==> src/rtl/wallace_seq_mul.sv <==
// -----------------------------------------------------------------------------
// wallace_seq_mul
//   Sequential unsigned multiplier built around a single combinational 4x4
//   Wallace (carry-save) core. An operand pair of 4*SLICES bits is split into
//   nibbles. The SLICES^2 nibble-pair partial products are pushed through the
//   core one per cycle and summed into a shifted accumulator.
//
// Ports
//   clk          rising-edge clock
//   rst          synchronous active-high reset
//   in_valid     operand pair valid (producer side)
//   in_ready     controller can accept an operand pair
//   in_a, in_b   unsigned operands, 4*SLICES bits
//   out_valid    product valid (consumer side)
//   out_ready    consumer accepts the product
//   out_p        unsigned product, 8*SLICES bits
//   busy         high while an operation is in flight (CALC or DONE)
//   dbg_state_o  current controller state (0 IDLE, 1 CALC, 2 DONE)
//
// Handshake: a transfer happens on a rising edge where valid and ready are
// both high. The source holds valid and data stable until it sees ready.
// Once out_valid is raised, out_valid and out_p stay stable until accepted.
// -----------------------------------------------------------------------------
module wallace_seq_mul #(
  parameter int SLICES = 2
) (
  input  logic                  clk,
  input  logic                  rst,
  input  logic                  in_valid,
  output logic                  in_ready,
  input  logic [4*SLICES-1:0]   in_a,
  input  logic [4*SLICES-1:0]   in_b,
  output logic                  out_valid,
  input  logic                  out_ready,
  output logic [8*SLICES-1:0]   out_p,
  output logic                  busy,
  output logic [1:0]            dbg_state_o
);

  localparam int OW = 4 * SLICES;
  localparam int PW = 8 * SLICES;
  // Counter width; a one-slice build still needs a 1-bit counter, held at 0.
  localparam int CW = (SLICES > 1) ? $clog2(SLICES) : 1;
  localparam logic [CW-1:0] LAST = CW'(SLICES - 1);

  typedef enum logic [1:0] {
    IDLE = 2'd0,
    CALC = 2'd1,
    DONE = 2'd2
  } state_t;

  state_t          state_q;
  logic [OW-1:0]   a_q, b_q;
  logic [PW-1:0]   acc_q, acc_d;
  logic [PW-1:0]   out_p_q;
  logic            out_valid_q;
  logic [CW-1:0]   i_q, j_q;

  // ---------------------------------------------------------------------------
  // 4x4 Wallace core: four shifted partial-product rows, reduced by two
  // carry-save stages, then a single carry-propagate add. The true product
  // fits in 8 bits, so carries shifted past bit 7 are always zero.
  // ---------------------------------------------------------------------------
  logic [3:0] core_x, core_y;
  logic [7:0] pp [4];
  logic [7:0] s1, c1, s2, c2;
  logic [7:0] core_out;
  logic [CW:0] sh_nib;
  logic [PW-1:0] term;

  always_comb begin
    core_x = 4'(a_q >> (4 * i_q));
    core_y = 4'(b_q >> (4 * j_q));
    for (int r = 0; r < 4; r++) begin
      pp[r] = {4'b0000, core_x & {4{core_y[r]}}} << r;
    end
    s1 = pp[0] ^ pp[1] ^ pp[2];
    c1 = ((pp[0] & pp[1]) | (pp[0] & pp[2]) | (pp[1] & pp[2])) << 1;
    s2 = s1 ^ c1 ^ pp[3];
    c2 = ((s1 & c1) | (s1 & pp[3]) | (c1 & pp[3])) << 1;
    core_out = s2 + c2;
    // Partial product of nibbles i and j has weight 16^(i+j).
    sh_nib = {1'b0, i_q} + {1'b0, j_q};
    term   = PW'(core_out) << (4 * sh_nib);
    acc_d  = acc_q + term;
  end

  // ---------------------------------------------------------------------------
  // Controller
  // ---------------------------------------------------------------------------
  always_ff @(posedge clk) begin
    if (rst) begin
      state_q     <= IDLE;
      out_valid_q <= 1'b0;
      out_p_q     <= '0;
      acc_q       <= '0;
      i_q         <= '0;
      j_q         <= '0;
      a_q         <= '0;
      b_q         <= '0;
    end else begin
      case (state_q)
        IDLE: begin
          if (in_valid) begin
            a_q     <= in_a;
            b_q     <= in_b;
            acc_q   <= '0;
            i_q     <= '0;
            j_q     <= '0;
            state_q <= CALC;
          end
        end
        CALC: begin
          acc_q <= acc_d;
          if (i_q == LAST && j_q == LAST) begin
            // Last pass: publish acc+term directly, no extra cycle.
            out_p_q     <= acc_d;
            out_valid_q <= 1'b1;
            state_q     <= DONE;
          end else if (j_q == LAST) begin
            j_q <= '0;
            i_q <= i_q + CW'(1);
          end else begin
            j_q <= j_q + CW'(1);
          end
        end
        DONE: begin
          if (out_ready) begin
            out_valid_q <= 1'b0;
            state_q     <= IDLE;
          end
        end
        default: state_q <= IDLE;
      endcase
    end
  end

  assign in_ready    = (state_q == IDLE) && !rst;
  assign busy        = (state_q != IDLE);
  assign out_valid   = out_valid_q;
  assign out_p       = out_p_q;
  assign dbg_state_o = state_q;

endmodule

==> config.mk <==
export PLATFORM = sky130hd
export DESIGN_NAME = wallace_seq_mul
export DESIGN_NICKNAME = d
export VERILOG_FILES = /design/src/rtl/wallace_seq_mul.sv
export SDC_FILE = /design/constraint.sdc
export NUM_CORES = 1
export LEC_CHECK = 0
export CAP_MARGIN = 20
export CORE_MARGIN = 2
export CORE_UTILIZATION = 58
export CTS_BUF_LIST = sky130_fd_sc_hd__clkbuf_4 sky130_fd_sc_hd__clkbuf_8
export DETAILED_ROUTE_END_ITERATION = 6
export GPL_ROUTABILITY_DRIVEN = 0
export GPL_TIMING_DRIVEN = 0
export PLACE_DENSITY = 0.92
export REMOVE_ABC_BUFFERS = 1
export SLEW_MARGIN = 20
export SYNTH_ARGS = -nofsm -noshare
export SYNTH_HDL_FRONTEND = slang
export SYNTH_SLANG_ARGS = --single-unit
==> constraint.sdc <==
create_clock -name clk -period 5.4 [get_ports clk]
set_input_delay 0.54 -clock clk [delete_from_list [all_inputs] [get_ports clk]]
set_output_delay 0.54 -clock clk [all_outputs]
set_load 0.03 [all_outputs]
After elaboration in Yosys (flattened, before gate mapping)

Cells that the tools add are included.

Bits in registers: 53
Input port bits: 20
Output and inout bits: 21
Logic and storage cells: 71

$add $sub $neg: 5
Eq/ne operators: 7
Shift operators: 3
Multiplexer cells: 16
Bitwise operators: 18
Reductions and logical operators: 14

Operators with widths:

| cell                                         | count |
|---|---|
| one-hot mux 16 bit (2 select lines)          | 1 |
| adder 16 bit                                 | 1 |
| AND 4 bit                                    | 4 |
| 2-to-1 mux 16 bit                            | 1 |
| << shifter 8 x 4 -> 16 bit                   | 1 |
| >> shifter 8 x 3 -> 4 bit                    | 2 |
| AND 6 x 7 -> 7 bit                           | 2 |
| bitwise OR 7 bit                             | 2 |
| inequality test 2 bit, second input constant | 5 |
| AND reduction 3 bit                          | 3 |
| adder 7 x 8 -> 8 bit                         | 1 |
| AND 7 bit                                    | 1 |
| 2-to-1 mux 1 bit                             | 7 |
| XOR 6 x 7 -> 7 bit                           | 1 |
| XOR 7 bit                                    | 1 |
| AND 4 x 6 -> 6 bit                           | 1 |
| AND 5 x 6 -> 6 bit                           | 1 |
| 2-to-1 mux 2 bit                             | 3 |
| bitwise OR 5 x 6 -> 6 bit                    | 1 |
| bitwise OR 6 bit                             | 1 |
| one-hot mux 1 bit (2 select lines)           | 3 |
| one-hot mux 2 bit (3 select lines)           | 1 |
| AND reduction 2 bit                          | 3 |
| nonzero test 2 bit                           | 3 |
| 11 further kinds                             | 13 |

Logic depth before layout (Yosys ltp)

Word-level depth: 12
Depth in mapped cells: 20
Depth with buffers taken out: 19

Worst setup path after synthesis

Ideal clock, no wire load.

Path kind: flip-flop to flip-flop
Start point: reg j_q
End point: reg out_p_q[14], in the netlist out_p[14]
Arrival time: 4,754 ps
Data required time: 5,268 ps
Setup slack: 514 ps
Stages on the path, launching flop included: 19
Cell sequence: dfxtp_1 > clkbuf_1 > mux2i_1 > nor2_1 > fa_1 > fa_1 > ha_1 > fa_1 > a21o_1 > a21o_1 > a22o_1 > ha_1 > buf_6 > a21o_1 > a21o_1 > a221o_1 > or3_1 > nand3_1 > a21oi_1

Word-level cells in the longest chain between the ends: 11
Elaborated cells between the ends (all ways): 25
Those cells by class: 3 x add/sub; 2 x shift; 18 x bitwise; 2 x reduce/logical

RTL lines:

| item                                                     | RTL line | text |
|---|---|---|
| start, declared                                          | 57       | `logic [CW-1:0] i_q, j_q;` |
| start signal, assigned                                   | 124      | `j_q <= j_q + CW'(1);` |
| >> shifter 8 x 3 -> 4 bit                                | 73       | `core_y = 4'(b_q >> (4 * j_q));` |
| AND 4 bit                                                | 75       | `pp[r] = {4'b0000, core_x & {4{core_y[r]}}} << r;` |
| AND 4 x 5 -> 5 bit or AND 4 x 6 -> 6 bit (tied branches) | 78       | `c1 = ((pp[0] & pp[1]) \| (pp[0] & pp[2]) \| (pp[1] & pp[2])) << 1;` |
| bitwise OR 5 x 6 -> 6 bit                                | 78       |  |
| bitwise OR 6 bit                                         | 78       |  |
| AND 6 x 7 -> 7 bit                                       | 80       | `c2 = ((s1 & c1) \| (s1 & pp[3]) \| (c1 & pp[3])) << 1;` |
| bitwise OR 7 bit (2 in series)                           | 80       |  |
| adder 7 x 8 -> 8 bit                                     | 81       | `core_out = s2 + c2;` |
| << shifter 8 x 4 -> 16 bit                               | 84       | `term = PW'(core_out) << (4 * sh_nib);` |
| adder 16 bit                                             | 85       | `acc_d = acc_q + term;` |
| end signal, assigned                                     | 95       | `out_p_q <= '0;` |
| end signal, assigned                                     | 117      | `out_p_q <= acc_d;` |
| end, declared                                            | 55       | `logic [PW-1:0] out_p_q;` |

Several ways; a longest one is shown, not always the timed one.
A chain may end at the register's enable or synchronous reset.

Final worst setup path

Ends and elaborated chain as after synthesis.

==> flow_summary.toml <==
[clock_network]
htreeDepth = 2
holdBufCountCts = 0
cts-root-buf = "clkbuf_8"
clkLatencyLatePin_ns = 0.31
cts_made_buffers = 5
cts.sinks = 53
ctsLongestPathBuffers = 2
cts_tree = "yes"
clk_pin_slew_ns = 0.10

[sta]
tightest_slew_ns = 0.847
max_freq_ghz = 0.199
finalMaxSlewViolations = 0
max_slew_margin_pct = 43.3
period_share_pct = 93.0
finalSetupViolations = 0
rsz0062_at_grt = "no"
fin_crit_ns = 5.02
finClkSkew_ns = 0.0106
finalHoldViolCount = 0
fin_tns_setup_ns = 0

[grt]
grt_pass1_wl_mm = 13.4
grt_pass1_vias = 3012
antenna_found_initial = 0
busiest_layer = "met2"
met2_usage_pct = 46.3
grt_use_met1_pct = 32.7
grt.met3_usage_pct = 4.30
grt_max_degree = 42
grt_overflow_total = 0
grt_use_total_pct = 26.4

[pwr]
internal-power_uw = 584
switching_share_pct = 25.4
power_frac_seq_pct = 52.1
power.switching_uw = 199
leakage_nw = 1.61
vdd_drop_max_mv = 0.190
clock_power_share_pct = 35.5
p_comb_share_pct = 12.4
pwr_density_cell_nw_per_um2 = 204

[die]
row_count = 27
fp.coreArea_um2 = 5510
dieArea_um2 = 6360
die_h_um = 79.7
die_w_um = 79.7
io_pins = 41
initial_core_util_pct = 60.4

[synthesis]
synth_edf_count = 0
synth.distinct_cells = 54
synth.avg_cell_area_um2 = 7.98
async_reset_ff_share_pct = 0
ys.flop_type = "dfxtp_1"
netlist_area_um2 = 3330
synthCells = 417
ys_seq_area_share_pct = 31.9
ys_warn_count = 0
synth-seq-cells = 53

[worst_setup_path]
reg2reg_to = "out_p[14]"
end_kind = "register"
cpMaxStageDelayCell = "fa_1"
ff2ff_path_depth = 16
worst-path-buf-inv = 0
cp_data_arrival_time_ns = 5.23
crit_chain = "mux2i_1 -> nor2_1 -> fa_1 -> fa_1 -> ha_1 -> fa_1 -> a21o_1 -> a21o_1 -> a22o_1 -> ha_1 -> a21o_1 -> a21o_1 -> a221o_1 -> or3_1 -> nand3_1 -> a21oi_1"
cp.required_ns = 5.60
start_kind = "register"
r2r_slack_ns = 0.38
crit_top_cell = "a21o_1"
cp_slowest_stage_delay_ns = 0.50
crit_type = "reg2reg"
critPathTopFamily = "adder cells"
r2r-start = "j_q"
path_max_fanout = 10

[final_layout]
final_common_cell = "nand2_1"
final_cell_mix = "nand2_1 (75), dfxtp_1 (51), a21oi_1 (48)"
num_antenna_cells = 0
register_area_um2 = 1060
drive_gt1_share_pct = 5.67
area_growth_pct = 15.6
post-route-util_pct = 69.8
n_fill_cell = 429
final_net_count = 490
multi_input_area_um2 = 2110

[routing]
wl_per_cell_um = 15.6
antenna_left = 0
drt_iter0_drc = 281
via_per_inst = 6.08
vias = 3121
dr.pass1.iters = 5
drc_errors = 0
wirelength_mm = 8.00

[place]
portBuffers = 40
hpwlAfterDp_mm = 5.67

[min_path]
min_to = "out_p[8]"
worstHoldStart = "out_p[8]"
min_path_cells = 2
worstHoldPathType = "reg2reg"

[outcome]
outcome = "completed"

[run]
maxCapViolCount = 0
[tightest hold or removal path, cell delays in order (launching register included)]
cell     delay, ns
dfxtp_1       0.32
nand2_1       0.05
a21oi_1       0.05
[synthesized netlist by cell type (3+ instances only)]
library cell,count,area (µm²)
clkbuf_1,16,60.1
dfxtp_1,53,1060
nand2b_1,4,25.0
nor3_1,4,20.0
nand4_1,3,18.8
inv_1,13,48.8
a31oi_1,3,18.8
nand3_1,15,75.1
nor2b_1,3,18.8
fa_1,7,140
a21o_1,11,82.6
nand2_1,75,282
xnor2_1,9,78.8
xor2_1,5,43.8
mux2i_1,12,120
or2_2,4,25.0
o21ai_0,7,35.0
and2_1,4,25.0
a22o_1,10,87.6
buf_2,7,35.0
ha_1,23,288
a21oi_1,48,240
nor2_1,39,146
[state kept, by name, indices dropped and copies added, names as in the netlist]
| signal | flops |
|---|---|
| out_p | 16 |
| acc_q | 16 |
| j_q | 1 |
| i_q | 1 |
| dbg_state_o | 2 |
| a_q | 8 |
| out_valid | 1 |
| b_q | 8 |
[layer usage]
metal	part of all wire (%)	routed length, µm
met5	0	0
met4	2.0	162
met3	6.8	541
met2	49	3950
met1	42	3340
[worst max-delay path by stage]
stage | endpoint | depth (start not counted) | slack (ns) | start
floorplan | out_p[14] | 16 | 0.65 | j_q
global placement | out_p[14] | 16 | 0.21 | j_q
detailed placement | out_p[14] | 16 | 0.19 | j_q
CTS | out_p[14] | 16 | 0.16 | j_q
global route | out_p[14] | 16 | 0.08 | j_q
finish | out_p[14] | 16 | 0.38 | j_q
[cell type report]
class	instances	share of cell area, %
repair buffers	41	10.8
flip-flops and latches	53	27.7
well taps	72	2.34
clock inverters	2	1.01
multi-input cells	325	54.8
inverters	14	1.37
clock buffers	6	1.98
[through the flow]
stage	total power, mW	cells	setup slack (ns)	hold WS (ns)	area, µm²
2_1_floorplan	0.471	392	0.653	0.422	3220
3_3_place_gp	0.506	504	0.212	0.440	3710
3_5_place_dp	0.511	505	0.186	0.446	3720
4_1_cts	0.784	513	0.162	0.460	3840
5_1_grt	0.813	513	0.0762	0.476	3850
6_report	0.783	513	0.376	0.461	3850
[power groups by stage]
stage / clock [mW] / sequential (mW) / combinational [mW]
4_1_cts: 0.280 / 0.408 / 0.0958
2_1_floorplan: 0 / 0.416 / 0.0545
3_5_place_dp: 0 / 0.417 / 0.0943
3_3_place_gp: 0 / 0.416 / 0.0899
5_1_grt: 0.297 / 0.410 / 0.106
6_report: 0.278 / 0.408 / 0.0971
[cell families after synthesis]
family          share of synthesized area (%)
flops                                    31.9
simple gates                             23.2
xor+xnor                                 3.69
mux                                      3.61
fa+ha+maj                                12.9
buf+inv                                  4.89
compound gates                           19.8
[repair_timing]
| item | 4_1_cts | 5_1_grt |
|---|---|---|
| setup buffers | 0 | 0 |
| resized for setup | 0 | 3 |
| setup endpoints to repair | 0 | 3 |
Power figures use the tool's default switching activity.
